--- config.mk ---
export PLATFORM = sky130hd
export DESIGN_NAME = coin_feeder
export DESIGN_NICKNAME = d
export VERILOG_FILES = /design/src/rtl/coin_feeder.sv
export SDC_FILE = /design/constraint.sdc
export NUM_CORES = 1
export LEC_CHECK = 0
export CELL_PAD_IN_SITES_DETAIL_PLACEMENT = 1
export CELL_PAD_IN_SITES_GLOBAL_PLACEMENT = 2
export CORE_MARGIN = 8
export CORE_UTILIZATION = 30
export CTS_CLUSTER_DIAMETER = 200
export CTS_CLUSTER_SIZE = 24
export DETAILED_ROUTE_END_ITERATION = 7
export HOLD_SLACK_MARGIN = 0.08
export PLACE_DENSITY_LB_ADDON = 0.08
export REMOVE_ABC_BUFFERS = 1
export SLEW_MARGIN = 30
export SYNTH_ARGS = -nofsm -noshare
export SYNTH_HDL_FRONTEND = slang
export SYNTH_SLANG_ARGS = --single-unit
--- constraint.sdc ---
create_clock -name clk -period 2.4 [get_ports clk]
set_input_delay 0.24 -clock clk [delete_from_list [all_inputs] [get_ports clk]]
set_output_delay 0.24 -clock clk [all_outputs]
set_load 0.02 [all_outputs]
--- src/rtl/coin_feeder.sv ---
// ---------------------------------------------------------------------------
// coin_feeder
//
// Host-side driver for the vending machine coin interface. An amount request
// (in 5c units) is taken over a valid/ready handshake. It is sent as a train
// of one-cycle coin codes on `coins`, with GAP idle cycles between coins.
// After the last coin the block keeps counting `coffee` pulses for WAIT_CYC
// cycles. It then reports the total on `coffee_count` with a one-cycle `done`.
//
// Parameters
//   AMT_W     width of req_amount and coffee_count
//   GAP       idle (00) cycles between coins, 0 = back-to-back
//   WAIT_CYC  idle cycles after the last coin before done
//
// Ports
//   clk           rising-edge clock
//   reset         asynchronous reset, active low
//   req_valid     request strobe
//   req_ready     high only while idle; transfer on valid & ready
//   req_amount    amount in 5c units
//   req_prefer5   1 = send only 5c coins
//   coins         00 none, 01 10c coin, 10 5c coin (11 is never driven)
//   coffee        coffee pulse from the vending FSM
//   busy          high while a transaction is in flight (SEND/GAP/WAIT/DONE)
//   done          one-cycle pulse at the end of a transaction
//   coffee_count  coffees seen in the last transaction, saturating
// ---------------------------------------------------------------------------
module coin_feeder #(
  parameter int AMT_W    = 6,
  parameter int GAP      = 1,
  parameter int WAIT_CYC = 2
) (
  input  logic             clk,
  input  logic             reset,
  input  logic             req_valid,
  output logic             req_ready,
  input  logic [AMT_W-1:0] req_amount,
  input  logic             req_prefer5,
  output logic [1:0]       coins,
  input  logic             coffee,
  output logic             busy,
  output logic             done,
  output logic [AMT_W-1:0] coffee_count
);

  // One down-counter times both the inter-coin gap and the final wait, so it
  // is sized for whichever is longer.
  localparam int MAX_DLY = (GAP > WAIT_CYC) ? GAP : WAIT_CYC;
  localparam int CNT_W   = (MAX_DLY < 2) ? 1 : $clog2(MAX_DLY + 1);

  localparam logic [CNT_W-1:0] GAP_LOAD  = (GAP > 0)      ? CNT_W'(GAP - 1)      : '0;
  localparam logic [CNT_W-1:0] WAIT_LOAD = (WAIT_CYC > 0) ? CNT_W'(WAIT_CYC - 1) : '0;

  localparam logic [1:0] COIN_NONE = 2'b00;
  localparam logic [1:0] COIN_10C  = 2'b01;
  localparam logic [1:0] COIN_5C   = 2'b10;

  typedef enum logic [2:0] {
    S_IDLE,
    S_SEND,
    S_GAP,
    S_WAIT,
    S_DONE
  } state_t;

  state_t           state;
  state_t           state_nxt;
  logic [AMT_W-1:0] remaining;
  logic [AMT_W-1:0] remaining_nxt;
  logic             prefer5;
  logic             prefer5_nxt;
  logic [CNT_W-1:0] dly;
  logic [CNT_W-1:0] dly_nxt;
  logic [1:0]       coins_nxt;
  logic             done_nxt;
  logic [AMT_W-1:0] count_nxt;
  logic [AMT_W-1:0] remaining_after;

  // Handshake and busy are pure decodes of the state, so they are valid
  // (ready=1) even while reset is held.
  assign req_ready = (state == S_IDLE);
  assign busy      = (state != S_IDLE);

  // Next-state, datapath and registered-output values.
  // A coin chosen in SEND is registered, so it appears on `coins` during the
  // following cycle (GAP, SEND or the first WAIT cycle).
  always_comb begin
    state_nxt       = state;
    remaining_nxt   = remaining;
    prefer5_nxt     = prefer5;
    dly_nxt         = dly;
    coins_nxt       = COIN_NONE;
    count_nxt       = coffee_count;
    remaining_after = remaining;

    case (state)
      S_IDLE: begin
        if (req_valid) begin
          remaining_nxt = req_amount;
          prefer5_nxt   = req_prefer5;
          count_nxt     = '0;
          state_nxt     = (req_amount == '0) ? S_DONE : S_SEND;
        end
      end

      S_SEND: begin
        // 10c coins go first; a leftover odd 5c is therefore always the
        // last coin of the train.
        if (!prefer5 && (remaining > AMT_W'(1))) begin
          coins_nxt       = COIN_10C;
          remaining_after = remaining - AMT_W'(2);
        end else begin
          coins_nxt       = COIN_5C;
          remaining_after = remaining - AMT_W'(1);
        end
        remaining_nxt = remaining_after;

        if (remaining_after == '0) begin
          if (WAIT_CYC == 0) begin
            state_nxt = S_DONE;
          end else begin
            state_nxt = S_WAIT;
            dly_nxt   = WAIT_LOAD;
          end
        end else if (GAP == 0) begin
          state_nxt = S_SEND;
        end else begin
          state_nxt = S_GAP;
          dly_nxt   = GAP_LOAD;
        end
      end

      S_GAP: begin
        if (dly == '0) begin
          state_nxt = S_SEND;
        end else begin
          dly_nxt = dly - CNT_W'(1);
        end
      end

      S_WAIT: begin
        if (dly == '0) begin
          state_nxt = S_DONE;
        end else begin
          dly_nxt = dly - CNT_W'(1);
        end
      end

      S_DONE: begin
        state_nxt = S_IDLE;
      end

      default: begin
        state_nxt = S_IDLE;
      end
    endcase

    // Coffee is only counted while the transaction is live. The count sticks
    // at all-ones rather than wrapping.
    if (((state == S_SEND) || (state == S_GAP) || (state == S_WAIT)) &&
        coffee && (coffee_count != '1)) begin
      count_nxt = coffee_count + AMT_W'(1);
    end

    done_nxt = (state_nxt == S_DONE);
  end

  // State and registered outputs. Reset discards any partial transaction
  // without a done pulse.
  always_ff @(posedge clk or negedge reset) begin
    if (!reset) begin
      state        <= S_IDLE;
      remaining    <= '0;
      prefer5      <= 1'b0;
      dly          <= '0;
      coins        <= COIN_NONE;
      done         <= 1'b0;
      coffee_count <= '0;
    end else begin
      state        <= state_nxt;
      remaining    <= remaining_nxt;
      prefer5      <= prefer5_nxt;
      dly          <= dly_nxt;
      coins        <= coins_nxt;
      done         <= done_nxt;
      coffee_count <= count_nxt;
    end
  end

endmodule

==> out/results.ini <==
[logic_synthesis]
ys_seq_area_frac=0.395
synth_edf_count=0
synth_seq_cells=21
synth.cells.most_frequent=dfrtp_1, inv_1, nand2_1, nand3_1
netlist_area_um2=1330
synthFlopType=dfrtp_1
ys_types=44
yosysMostFrequentCell=dfrtp_1
yosys.area.top_type_share=0.395
async_flop_share=1.00
yosys_warnings=0
synth_area_leaders=dfrtp_1, ha_1, nand3_1, mux2i_1, inv_1
synth.avg_cell_area_um2=9.65
syn_inst=138
yosysTopAreaCell=dfrtp_1

[grt]
antenna_found_initial=0
grt_pass1_vias=1223
grt_max_degree=22
track_usage=0.115
grt_overflow=0
grt_pass1_wl_um=6050

[final_layout]
fin_util=0.380
fin_nets=180
drive_above_1_share=0.130
seqCellArea_um2=526
n_fill_cell=501
area_delta_synth_final_pct=23.6
antenna_cells=0
multi_input_area_um2=723

[worst_setup_path]
r2r_end=remaining[1]$_DFFE_PN0P_
cp.required_ns=2.16
reg2reg_depth=7
critPathCaptureType=output port
critPathKind=reg -> out
crit_path_start_kind=register
crit_slowest_cell=clkdlybuf4s50_1
regToRegStartpoint=remaining[1]$_DFFE_PN0P_
r2r_slack_ns=0.36
cp_top_family=buffers and inverters
critPathArrivalTime_ns=1.95
cp.buffers_inverters=2
worstPathMaxFanout=12
cpPeakStageDelay_ns=0.59
path_cells=or3_2 > inv_1 > clkdlybuf4s50_1

[route]
wl_met1_um=1740
firstDrtPassIters=4
wl_per_cell_um=16.5
wl_met2_um=1610
route.met3.wl_um=149
dr_total_vias=1148
routed_wl_um=3520
drt_iter0_markers=41
drc_errors=0
maxUsedRoutingLayer=met4
viasPerCell=5.36
antenna_left=0

[die]
dieArea_um2=6830
die_x_um=82.6
die_h_um=82.6
io_pins=22
rows=24
fp.coreArea_um2=4320
initial_utilization=0.308

[timing]
min_period_ns=2.19
finClkSkew_ns=0.00558
fmax_mhz=456
slew_headroom=0.618
rsz0062_at_grt=no
setup_slack_ns=0.206
setup_viol=0
worst_pin_slew_ns=0.570
hold_violations=0
slew_violations=0
finalCritPeriodShare=0.914
setup_tns_ns=0
whs_ns=0.318

[clock_tree]
cts_tree=yes
cts_root_buf=clkbuf_8
postCtsHoldBufs=0
clkTransAtPathRegs_ns=0.08
cts_setup_buffers=0
cts_resized=0
insertion_delay_ns=0.26
numClockSinks=21
cts_buffers=3
cts_buffer_depth=2
h-tree-depth=1

[run]
max-cap-violations=0

[run_status]
status=complete, no violations

[min_path]
worstHoldPathType=in -> async

[placed_design]
dp_hpwl_um=2760
portBuffers=21
gp_congestion=0.834
dpl_worst_slack_ns=0.292

[power]
power_mw=2.21
p_leak_nw=0.702
ir_drop_uv=408
p_per_area_nw_per_um2=1340

[flip-flops by register name (all words and copies together) (netlist names)]
signal / flops
done: 1
remaining: 6
prefer5: 1
coffee_count: 6
coins: 2
dly: 2
state: 3
[cells by family after synthesis]
kind of cell,Yosys count,synth area share
flip-flops,21,0.395
multiplexers,6,0.0470
buffers and inverters,16,0.0620
AND/OR/NAND/NOR,49,0.213
adder cells (fa/ha/maj),6,0.0564
AO/OA/AOI/OAI,36,0.200
XOR/XNOR,4,0.0263
[routing by layer]
metal  vias up  global-route usage
li1        558                   -
met1       569               0.149
met2        17               0.184
met3         4              0.0325
met4         0              0.0310
met5         -                   0
[area by class of cell]
type                            instances  area share
Clock buffer                            3      0.0251
Clock inverter                          1     0.00304
Inverter                               10      0.0228
Multi-Input combinational cell        101       0.440
Sequential cell                        21       0.319
Tap cell                               52      0.0395
Timing Repair Buffer                   26       0.151
[cells in the final DEF (no fill, tap or decap), types with 3 or more instances in the layout]
| cell type | netlist | layout |
|---|---|---|
| clkbuf_8 | 0 | 3 |
| nand2_1 | 9 | 9 |
| nor3_1 | 5 | 5 |
| dfrtp_1 | 21 | 21 |
| buf_4 | 0 | 5 |
| nor2_1 | 6 | 6 |
| clkdlybuf4s50_1 | 0 | 21 |
| mux2i_1 | 4 | 4 |
| o211ai_1 | 3 | 3 |
| xor2_1 | 3 | 3 |
| o31ai_1 | 4 | 4 |
| nor3b_1 | 5 | 5 |
| a21oi_1 | 4 | 4 |
| a221o_1 | 3 | 3 |
| inv_1 | 10 | 10 |
| o21ai_0 | 6 | 6 |
| ha_1 | 6 | 6 |
| nand3_1 | 9 | 9 |
[per-stage QoR]
step,cell area (µm²),instances
final,1650,214
after detailed placement,1600,210
after CTS,1650,214
after global routing,1650,214
after global placement,1600,210
after floorplan,1290,132
[how the worst max path moves through the flow]
| stage | startpoint | endpoint | slack (ns) | cells after the start |
|---|---|---|---|---|
| after global routing | state[1]$_DFF_PN0_ | req_ready | 0.10 | 3 |
| after CTS | state[1]$_DFF_PN0_ | req_ready | 0.18 | 3 |
| after floorplan | remaining[0]$_DFFE_PN0P_ | dly[0]$_DFFE_PN0P_ | 0.49 | 6 |
| final | state[1]$_DFF_PN0_ | req_ready | 0.21 | 3 |
| after global placement | req_valid | remaining[5]$_DFFE_PN0P_ | 0.31 | 5 |
| after detailed placement | req_valid | remaining[5]$_DFFE_PN0P_ | 0.29 | 5 |
[power by group]
part | total, mW | leakage (nW) | internal (mW) | switching [mW]
clock | 0.233 | 0.0255 | 0.116 | 0.117
combinational | 1.28 | 0.405 | 0.600 | 0.678
sequential | 0.695 | 0.272 | 0.496 | 0.199
total | 2.21 | 0.702 | 1.21 | 0.995
No activity file was read; power rests on OpenSTA's default activity.
